## config.mk

```make
export PLATFORM = sky130hd
export DESIGN_NAME = clock_enable_controller
export DESIGN_NICKNAME = d
export VERILOG_FILES = /design/src/rtl/clock_enable_controller_pkg.sv /design/src/rtl/clock_enable_controller_enable_divider.sv /design/src/rtl/clock_enable_controller.sv
export SDC_FILE = /design/constraint.sdc
export NUM_CORES = 1
export LEC_CHECK = 0
export CAP_MARGIN = 0
export CORE_MARGIN = 8
export CORE_UTILIZATION = 45
export CTS_BUF_LIST = sky130_fd_sc_hd__clkbuf_16
export CTS_CLUSTER_SIZE = 10
export DETAILED_ROUTE_END_ITERATION = 8
export PLACE_DENSITY = 0.61
export SETUP_SLACK_MARGIN = 0.1
export SLEW_MARGIN = 20
export SYNTH_ARGS = -nofsm -noshare
export SYNTH_HDL_FRONTEND = slang
export SYNTH_SLANG_ARGS = --single-unit
export TNS_END_PERCENT = 50
```

## constraint.sdc

```tcl
create_clock -name clock_100mhz -period 4.37 [get_ports clock_100mhz]
set_clock_uncertainty 0.2 [all_clocks]
set_input_delay 1.0925 -clock clock_100mhz [delete_from_list [all_inputs] [get_ports clock_100mhz]]
set_output_delay 1.0925 -clock clock_100mhz [all_outputs]
set_load 0.005 [all_outputs]
```

## src/rtl/clock_enable_controller_pkg.sv

```systemverilog
// Shared definitions for the clock-enable controller: mode encodings and the
// default breakpoint countdown length.
package clock_enable_controller_pkg;

   typedef enum logic [1:0] {
      CLK_MODE_RUN       = 2'd0,
      CLK_MODE_MANUAL    = 2'd1,
      CLK_MODE_HALT      = 2'd2,
      CLK_MODE_COUNTDOWN = 2'd3
   } clk_mode_e;

   localparam int unsigned DEFAULT_COUNTDOWN_CYCLES = 50_000_000;

endpackage

```

## src/rtl/clock_enable_controller_enable_divider.sv

```systemverilog
// One enable channel: up-counter against a divisor latched at each wrap, with
// a registered one-cycle pulse. The FSM supplies run/clear/step controls.
module enable_divider #(
   parameter int DIV_WIDTH = 5
) (
   input  logic                 clk_i,
   input  logic                 rst_i,
   input  logic                 active_i,
   input  logic                 run_i,
   input  logic                 clear_i,
   input  logic                 step_i,
   input  logic [DIV_WIDTH-1:0] divisor_i,
   output logic                 enable_o
);

   logic [DIV_WIDTH-1:0] count_q, count_d;
   logic [DIV_WIDTH-1:0] latch_q, latch_d;
   logic                 enable_q, enable_d;

   // NOTE: every output of this block gets a default first, so no path can infer a latch.
   always_comb begin
      count_d  = count_q;
      latch_d  = latch_q;
      enable_d = 1'b0;
      if (!active_i) begin
         count_d = '0;
         latch_d = divisor_i;
      end else if (clear_i) begin
         count_d = '0;
      end else if (run_i) begin
         // A new divisor is only picked up at the wrap, so a period never changes length midway.
         if (count_q == latch_q) begin
            count_d  = '0;
            latch_d  = divisor_i;
            enable_d = 1'b1;
         end else begin
            count_d = count_q + 1'b1;
         end
      end else begin
         enable_d = step_i;
      end
   end

   // NOTE: state registers use non-blocking assignments so all flops update together.
   always_ff @(posedge clk_i or posedge rst_i) begin
      if (rst_i) begin
         count_q  <= '0;
         latch_q  <= '0;
         enable_q <= 1'b0;
      end else begin
         count_q  <= count_d;
         latch_q  <= latch_d;
         enable_q <= enable_d;
      end
   end

   assign enable_o = enable_q;

endmodule

```

## src/rtl/clock_enable_controller.sv

```systemverilog
// Mode FSM (run / manual / halt / countdown) gating CHANNELS enable dividers
// that all run from the single free-running clock.
module clock_enable_controller
   import clock_enable_controller_pkg::*;
#(
   parameter int          CHANNELS         = 2,
   parameter int          DIV_WIDTH        = 5,
   parameter int          COUNTDOWN_WIDTH  = 26,
   parameter int unsigned COUNTDOWN_CYCLES = DEFAULT_COUNTDOWN_CYCLES
) (
   input  logic                          clock_100mhz,
   input  logic                          reset,
   input  logic [CHANNELS*DIV_WIDTH-1:0] channel_divisor,
   input  logic [CHANNELS-1:0]           channel_active,
   input  logic                          mode_toggle,
   input  logic                          manual_step,
   input  logic                          hard_breakpoint,
   input  logic                          soft_breakpoint,
   input  logic                          countdown_enable,
   output logic [CHANNELS-1:0]           clock_enable,
   output logic [1:0]                    mode,
   output logic                          countdown_active
);

   localparam logic [COUNTDOWN_WIDTH-1:0] CD_LOAD = COUNTDOWN_WIDTH'(COUNTDOWN_CYCLES - 1);

   clk_mode_e                  state_q, state_d;
   logic [COUNTDOWN_WIDTH-1:0] count_q, count_d;
   logic                       soft_q;
   logic                       soft_edge;
   logic                       step;
   logic                       run;
   logic                       clear;

   assign soft_edge = soft_breakpoint & ~soft_q;

   always_comb begin
      state_d = state_q;
      count_d = count_q;
      step    = 1'b0;
      unique case (state_q)
         CLK_MODE_RUN: begin
            if (hard_breakpoint) begin
               state_d = CLK_MODE_HALT;
            end else if (soft_edge) begin
               if (countdown_enable) begin
                  state_d = CLK_MODE_COUNTDOWN;
                  count_d = CD_LOAD;
               end else begin
                  state_d = CLK_MODE_HALT;
               end
            end else if (mode_toggle) begin
               state_d = CLK_MODE_MANUAL;
            end
         end
         CLK_MODE_MANUAL: begin
            if (hard_breakpoint)  state_d = CLK_MODE_HALT;
            else if (mode_toggle) state_d = CLK_MODE_RUN;
            else                  step    = manual_step;
         end
         CLK_MODE_HALT: begin
            if (mode_toggle && !hard_breakpoint) state_d = CLK_MODE_RUN;
            else                                 step    = manual_step;
         end
         CLK_MODE_COUNTDOWN: begin
            if (hard_breakpoint || !countdown_enable) state_d = CLK_MODE_HALT;
            else if (mode_toggle)                     state_d = CLK_MODE_MANUAL;
            else if (count_q == '0)                   state_d = CLK_MODE_RUN;
            else                                      count_d = count_q - 1'b1;
         end
         default: state_d = CLK_MODE_RUN;
      endcase
   end

   // Dividers count only across cycles that both start and end in RUN, so no
   // divider pulse can land in a non-RUN cycle; entering RUN restarts them.
   assign run   = (state_q == CLK_MODE_RUN) && (state_d == CLK_MODE_RUN);
   assign clear = (state_q != CLK_MODE_RUN) && (state_d == CLK_MODE_RUN);

   always_ff @(posedge clock_100mhz or posedge reset) begin
      if (reset) begin
         state_q <= CLK_MODE_RUN;
         count_q <= '0;
         soft_q  <= 1'b0;
      end else begin
         state_q <= state_d;
         count_q <= count_d;
         soft_q  <= soft_breakpoint;
      end
   end

   for (genvar k = 0; k < CHANNELS; k++) begin : g_channel
      enable_divider #(
         .DIV_WIDTH(DIV_WIDTH)
      ) u_divider (
         .clk_i    (clock_100mhz),
         .rst_i    (reset),
         .active_i (channel_active[k]),
         .run_i    (run),
         .clear_i  (clear),
         .step_i   (step),
         .divisor_i(channel_divisor[k*DIV_WIDTH +: DIV_WIDTH]),
         .enable_o (clock_enable[k])
      );
   end

   assign mode             = state_q;
   assign countdown_active = (state_q == CLK_MODE_COUNTDOWN);

endmodule

```

### Yosys cells after proc, flatten, opt, wreduce, memory -nomap -nowiden

Cells that the tools add are included.

| storage, ports and cells | value |
|---|---|
| register bits | 51 |
| input port bits | 19 |

| cells by class | value |
|---|---|
| $add $sub $neg | 3 |
| eq/ne operators | 19 |
| multiplexer cells | 46 |
| bitwise operators | 2 |
| reduce and logical (&&, ||, !) cells | 14 |

Operators by type and width:

| operator | number |
|---|---|
| $mux W26 | 6 |
| $mux W5 | 16 |
| $pmux W26 S2 | 1 |
| $logic_not A26 Y1 | 1 |
| $sub A26 B1 Y26 const B | 1 |
| $mux W2 | 9 |
| $ne A2 B2 Y1 const B | 8 |
| $mux W1 | 12 |
| $add A5 B1 Y5 const B | 2 |
| $eq A5 B5 Y1 | 2 |
| $ne A2 B1 Y1 const B | 4 |
| $pmux W2 S4 | 1 |
| $reduce_and A7 Y1 | 1 |
| $ne A3 B1 Y1 const B | 2 |
| $reduce_and A3 Y1 | 2 |
| $eq A2 B2 Y1 const B | 2 |
| $logic_not A2 Y1 | 2 |
| $reduce_bool A2 Y1 | 2 |
| $logic_and A1 B1 Y1 | 3 |
| $eq A2 B1 Y1 const B | 1 |
| $logic_not A1 Y1 | 2 |
| $pmux W1 S2 | 1 |
| $and A1 B1 Y1 | 1 |
| $logic_or A1 B1 Y1 | 1 |
| $not A1 Y1 | 1 |

### Longest topological paths before layout

| depth | value |
|---|---|
| depth after elaboration | 10 |
| gate-level depth with buffers | 9 |

### Cells and area by module

Synthesis repeated with hierarchy kept, for this count alone.

| unflattened totals | value |
|---|---|
| cell total of the unflattened synthesis | 313 |
| area, all modules | 3011.6 µm² |

By module, submodules not included:

| module | times used | cells an instance | area an instance (µm²) | seq. area each (µm²) |
|---|---|---|---|---|
| clock_enable_controller | 1 | 207 | 1838.0 | 725.7 |
| enable_divider | 2 | 53 | 586.8 | 275.3 |

### Least setup slack after synthesis

OpenSTA, ideal clock, no wires.

| timing | value |
|---|---|
| kind | input port to flip-flop |
| start point | input soft_breakpoint |
| end point | register g_channel[0].u_divider.enable_q |
| setup time | 0.119 ns |
| arrival | 2.894 ns |
| path slack | 1.157 ns |
| cell stages on the path | 7 |
| path buffers | 1 |
| cells stage by stage | nor3b_1 > a2111oi_0 > a211o_1 > a2bb2oi_1 > clkbuf_1 > nor3_1 > o21a_1 |

| between the ends | value |
|---|---|
| cells in the longest elaborated chain, start to end | 9 |
| elaborated cells on any way between the ends | 10 |
| classes of those cells | mux (6); bitwise (1); reduce/logical (3) |

Ends and longest elaborated chain:

| what | line | RTL |
|---|---|---|
| start: declaration | clock_enable_controller.sv:18 | `input logic soft_breakpoint,` |
| $and A1 B1 Y1 * | clock_enable_controller.sv:35 | `assign soft_edge = soft_breakpoint & ~soft_q;` |
| $mux W2 * | clock_enable_controller.sv:45 | `end else if (soft_edge) begin` |
| $mux W2 * | clock_enable_controller.sv:43 | `if (hard_breakpoint) begin` |
| $pmux W2 S4 * | clock_enable_controller.sv:41 | `unique case (state_q)` |
| $logic_not A2 Y1 * | clock_enable_controller.sv:77, clock_enable_controller.sv:78 |  |
| $logic_and A1 B1 Y1 | clock_enable_controller.sv:77 | `assign run = (state_q == CLK_MODE_RUN) && (state_d == CLK_MODE_RUN);` |
| $mux W1 | clock_enable_controller_enable_divider.sv:30 | `end else if (run_i) begin` |
| $mux W1 * | clock_enable_controller_enable_divider.sv:28 | `end else if (clear_i) begin` |
| $mux W1 * | clock_enable_controller_enable_divider.sv:25 | `if (!active_i) begin` |
| via g_channel[0].u_divider.enable_d | clock_enable_controller_enable_divider.sv:18 | `logic enable_q, enable_d;` |
| end signal: assignment | clock_enable_controller_enable_divider.sv:53 | `enable_q <= enable_d;` |
| end: declaration | clock_enable_controller_enable_divider.sv:18 |  |

The timed path passes the listed nets; every way through them passes the cells marked *.
A chain may end at the register's enable or synchronous reset.

### Final worst setup path

| timing | value |
|---|---|
| start point | input mode_toggle |
| end point | register g_channel[0].u_divider.latch_q[1] |

| between the ends | value |
|---|---|
| cells in the longest elaborated chain, start to end | 8 |
| elaborated cells on any way between the ends | 16 |
| classes of those cells | eq/ne (2); mux (9); reduce/logical (5) |

Ends and longest elaborated chain:

| what | line | RTL |
|---|---|---|
| start: declaration | clock_enable_controller.sv:15 | `input logic mode_toggle,` |
| $mux W2 | clock_enable_controller.sv:52 | `end else if (mode_toggle) begin` |
| $mux W2 | clock_enable_controller.sv:45 |  |
| $mux W2 | clock_enable_controller.sv:43 |  |
| $pmux W2 S4 * | clock_enable_controller.sv:41 |  |
| $logic_not A2 Y1 * | clock_enable_controller.sv:77, clock_enable_controller.sv:78 |  |
| $logic_and A1 B1 Y1 (on tied branches) | clock_enable_controller.sv:77, clock_enable_controller.sv:78 |  |
| $ne A2 B1 Y1 (no source line) or $ne A2 B2 Y1 (tied branches) | n/a |  |
| $reduce_and A3 Y1 (no source line) * | n/a |  |
| end signal: assignment | clock_enable_controller_enable_divider.sv:52 | `latch_q <= latch_d;` |
| end: declaration | clock_enable_controller_enable_divider.sv:17 | `logic [DIV_WIDTH-1:0] latch_q, latch_d;` |

Mark *: on every way between the ends. The rest lies on a longest branch, timed or not.

==> flow_summary_export.csv <==
group,metric,value,unit
outcome,status,"finished clean",
logic_synthesis,synth_area,2947,sq um
logic_synthesis,ys_warn_count,0,
timing,relSlewSlack,33.48,%
logic_synthesis,ys_ff_latch,51,
place,port_buffers,23,
floorplan,die_w,96.92,microns
global_route,grt_pass1_wl,11040,microns
floorplan,rows,29,
flow_run,max-cap-violations,0,
critical_path,crit_fanout,13,
drt,avgRoutedWirePerCell,15.48,microns
critical_path,required,4.34,ns
power,ir_drop,0.2468,mV
logic_synthesis,synth.area.top_cells,"dfrtp_1, xnor2_1, mux2_2, o21ai_0, ha_1",
floorplan,start_util,46.40,%
cts,cts_buffers,5,
cts,path_clk_slew,0.07,ns
timing,slew_viol_final,0,
place,place_congestion,0.7868,
timing,worst_slew_pin_slew,0.9853,ns
global_route,grt_max_degree,52,
finish,final_area,3437,sq um
floorplan,dieArea,9393,sq um
power,p_leak,1.361,nW
critical_path,cp.arrival,3.48,ns
place,placed_cell_area,3274,sq um
timing,holdWs,0.3303,ns
global_route,antenna_found_initial,0,
drt,dr.pass1.iters,4,
cts,h-tree-depth,2,
cts,holdBufCountCts,0,
power,p_seq_share,41.0,%
finish,drive_gt1_share,9.009,%
finish,final_core_util,54.13,%
drt,vias,2345,
logic_synthesis,syn_nets,335,
critical_path,crit_type,"in -> reg",
power,power.share.clock,23.6,%
power,powerDensity,536.5,nW/um^2
finish,areaGrowthSynthToFinish,16.65,%
timing,fin_crit_sh,80.34,%
power,swShare,37.06,%
logic_synthesis,synth_edf_count,0,
global_route,grt_usage,13.65,%
logic_synthesis,synth_ff_type,"dfrtp_1",
cts,cts_sinks,51,
logic_synthesis,syn_inst,308,
timing,rsz0062_at_grt,"false",
place,pre_cts_ws,0.5596,ns
timing,final.setup.tns,0,ns
power,switching_power,0.6833,mW
logic_synthesis,synthArstFlopShare,100.0,%
logic_synthesis,yosysTopAreaCellShare,43.31,%
drt,drtIter0Drc,73,
drt,wl,6345,microns
power,p_int,1.161,mW
timing,post-route-min-period,3.511,ns
floorplan,ios,24,
place,place_hpwl,4536,microns
drt,drc_errors,0,
logic_synthesis,yosys.area.top_type,"dfrtp_1",
floorplan,fp.dieH,96.92,microns
critical_path,start_kind,"primary input",
cts,cts-root-buf,"clkbuf_16",
finish,fin_nets,360,
cts,clock_latency,0.29,ns
timing,clock.fmax,284.8,MHz
logic_synthesis,ys_seq_area_share,43.31,%
worst_hold_path,hold_path_class,"reg -> reg",
timing,setup_viol,0,
logic_synthesis,postSynthAreaPerCell,9.567,sq um
critical_path,cp-end-kind,"register",
cts,clockBufferDepth,2,
logic_synthesis,ys_types,48,
timing,finalHoldViolCount,0,
global_route,grt_pass1_vias,2405,
drt,ant_nets,0,
drt,vias_per_cell,5.720,
cts,cts_resized,0,
cts,cts_setup_buffers,0,
finish,antenna_cells,0,
cts,cts_tree,"yes",
timing,setup_ws,0.8593,ns
power,power_frac_comb,35.4,%
global_route,grt_overflow,0,
floorplan,core_area,6350,sq um
## power by group through the flow
stage,Clock [mW],Combinational [mW],Sequential [mW]
floorplan,0,0.488,0.723
global placement,0,0.645,0.760
detailed placement,0,0.652,0.760
CTS,0.451,0.657,0.754
global route,0.464,0.739,0.779
finish,0.435,0.654,0.755
## cell usage after synthesis, drive strengths merged, types with 3 or more instances
cell,n
nand2,23
nor3,10
nand3,9
or3,7
buf,3
a211oi,5
nor2,23
o211ai,7
o21ai,23
a21oi,8
a2111oi,4
nor4,7
nand2b,6
or4,4
nand4,4
ha,8
clkbuf,9
mux2,10
nand3b,7
xnor2,25
dfrtp,51
o31ai,4
a21boi,3
and3,8
and2,3
inv,13
## worst max-delay path, cell delays in order
cell,delay (ns)
clkdlybuf4s50_1,0.61
nand2b_1,0.11
and3_1,0.19
a211oi_1,0.38
a2bb2oi_1,0.12
buf_4,0.21
o31ai_4,0.38
mux2_2,0.38
## layout by cell type, fill, tap and decap left out, types with 8 or more instances in the layout
master           Yosys  layout
mux2_2              10      10
ha_1                 8       8
nand3_1              9       9
and3_1               8       8
nand2_1             23      23
inv_1               13      12
nor2_1              23      23
o21ai_0             22      22
dfrtp_1             51      51
nor3_1              10      10
clkdlybuf4s50_1      0      23
a21oi_1              8       8
xnor2_1             25      25
## final cells by class
cell class,count,area (sq um)
clock buffer,5,125.1
clock inverter,2,37.54
fill,569,2913
inverter,13,51.30
multi-input combinational,232,1568
sequential,51,1276
tap,77,96.34
timing repair buffer,30,282.8
## cells by family after synthesis
| logic type | share of synthesized area (%) |
|---|---|
| AO/OA/AOI/OAI | 16.77 |
| buffers and inverters | 3.482 |
| adder cells (fa/ha/maj) | 3.397 |
| XOR/XNOR | 8.026 |
| AND/OR/NAND/NOR | 20.85 |
| flip-flops | 43.31 |
| multiplexers | 4.161 |
## stage by stage
step,total power [mW],cells
after floorplan,1.210,308
after global placement,1.405,403
after detailed placement,1.412,403
after CTS,1.862,410
after global routing,1.981,410
final,1.844,410
## sequential cells by signal, indices dropped and copies added (netlist names)
signal,flops
g_channel.u_divider.enable_o,2
mode,2
count_q,26
g_channel.u_divider.count_q,10
g_channel.u_divider.latch_q,10
soft_q,1
## routing by layer
| layer | vias to the layer above | GRT usage, % | routed length, microns |
|---|---|---|---|
| li1 | 1168 | - | - |
| met1 | 1144 | 16.01 | 2946 |
| met2 | 27 | 24.22 | 3171 |
| met3 | 6 | 2.489 | 150 |
| met4 | 0 | 4.615 | 76 |
| met5 | - | 0 | 0 |
## worst paths after layout
path | startpoint | to | slack [ns] | cells after the start
setup / recovery | mode_toggle | g_channel[0].u_divider.latch_q[1]$_DFFE_PP0P_ | 0.86 | 8
hold / removal | g_channel[1].u_divider.latch_q[4]$_DFFE_PP0P_ | g_channel[1].u_divider.latch_q[4]$_DFFE_PP0P_ | 0.33 | 1
setup reg to reg | count_q[18]$_DFFE_PP0P_ | g_channel[0].u_divider.latch_q[1]$_DFFE_PP0P_ | 0.90 | 7
hold reg to reg | g_channel[1].u_divider.latch_q[4]$_DFFE_PP0P_ | g_channel[1].u_divider.latch_q[4]$_DFFE_PP0P_ | 0.33 | 1
max in group asynchronous | reset | soft_q$_DFF_PP0_ | 2.50 | 2
min in group asynchronous | reset | g_channel[1].u_divider.latch_q[3]$_DFFE_PP0P_ | 1.04 | 2
No activity file was read; power rests on OpenSTA's default activity.
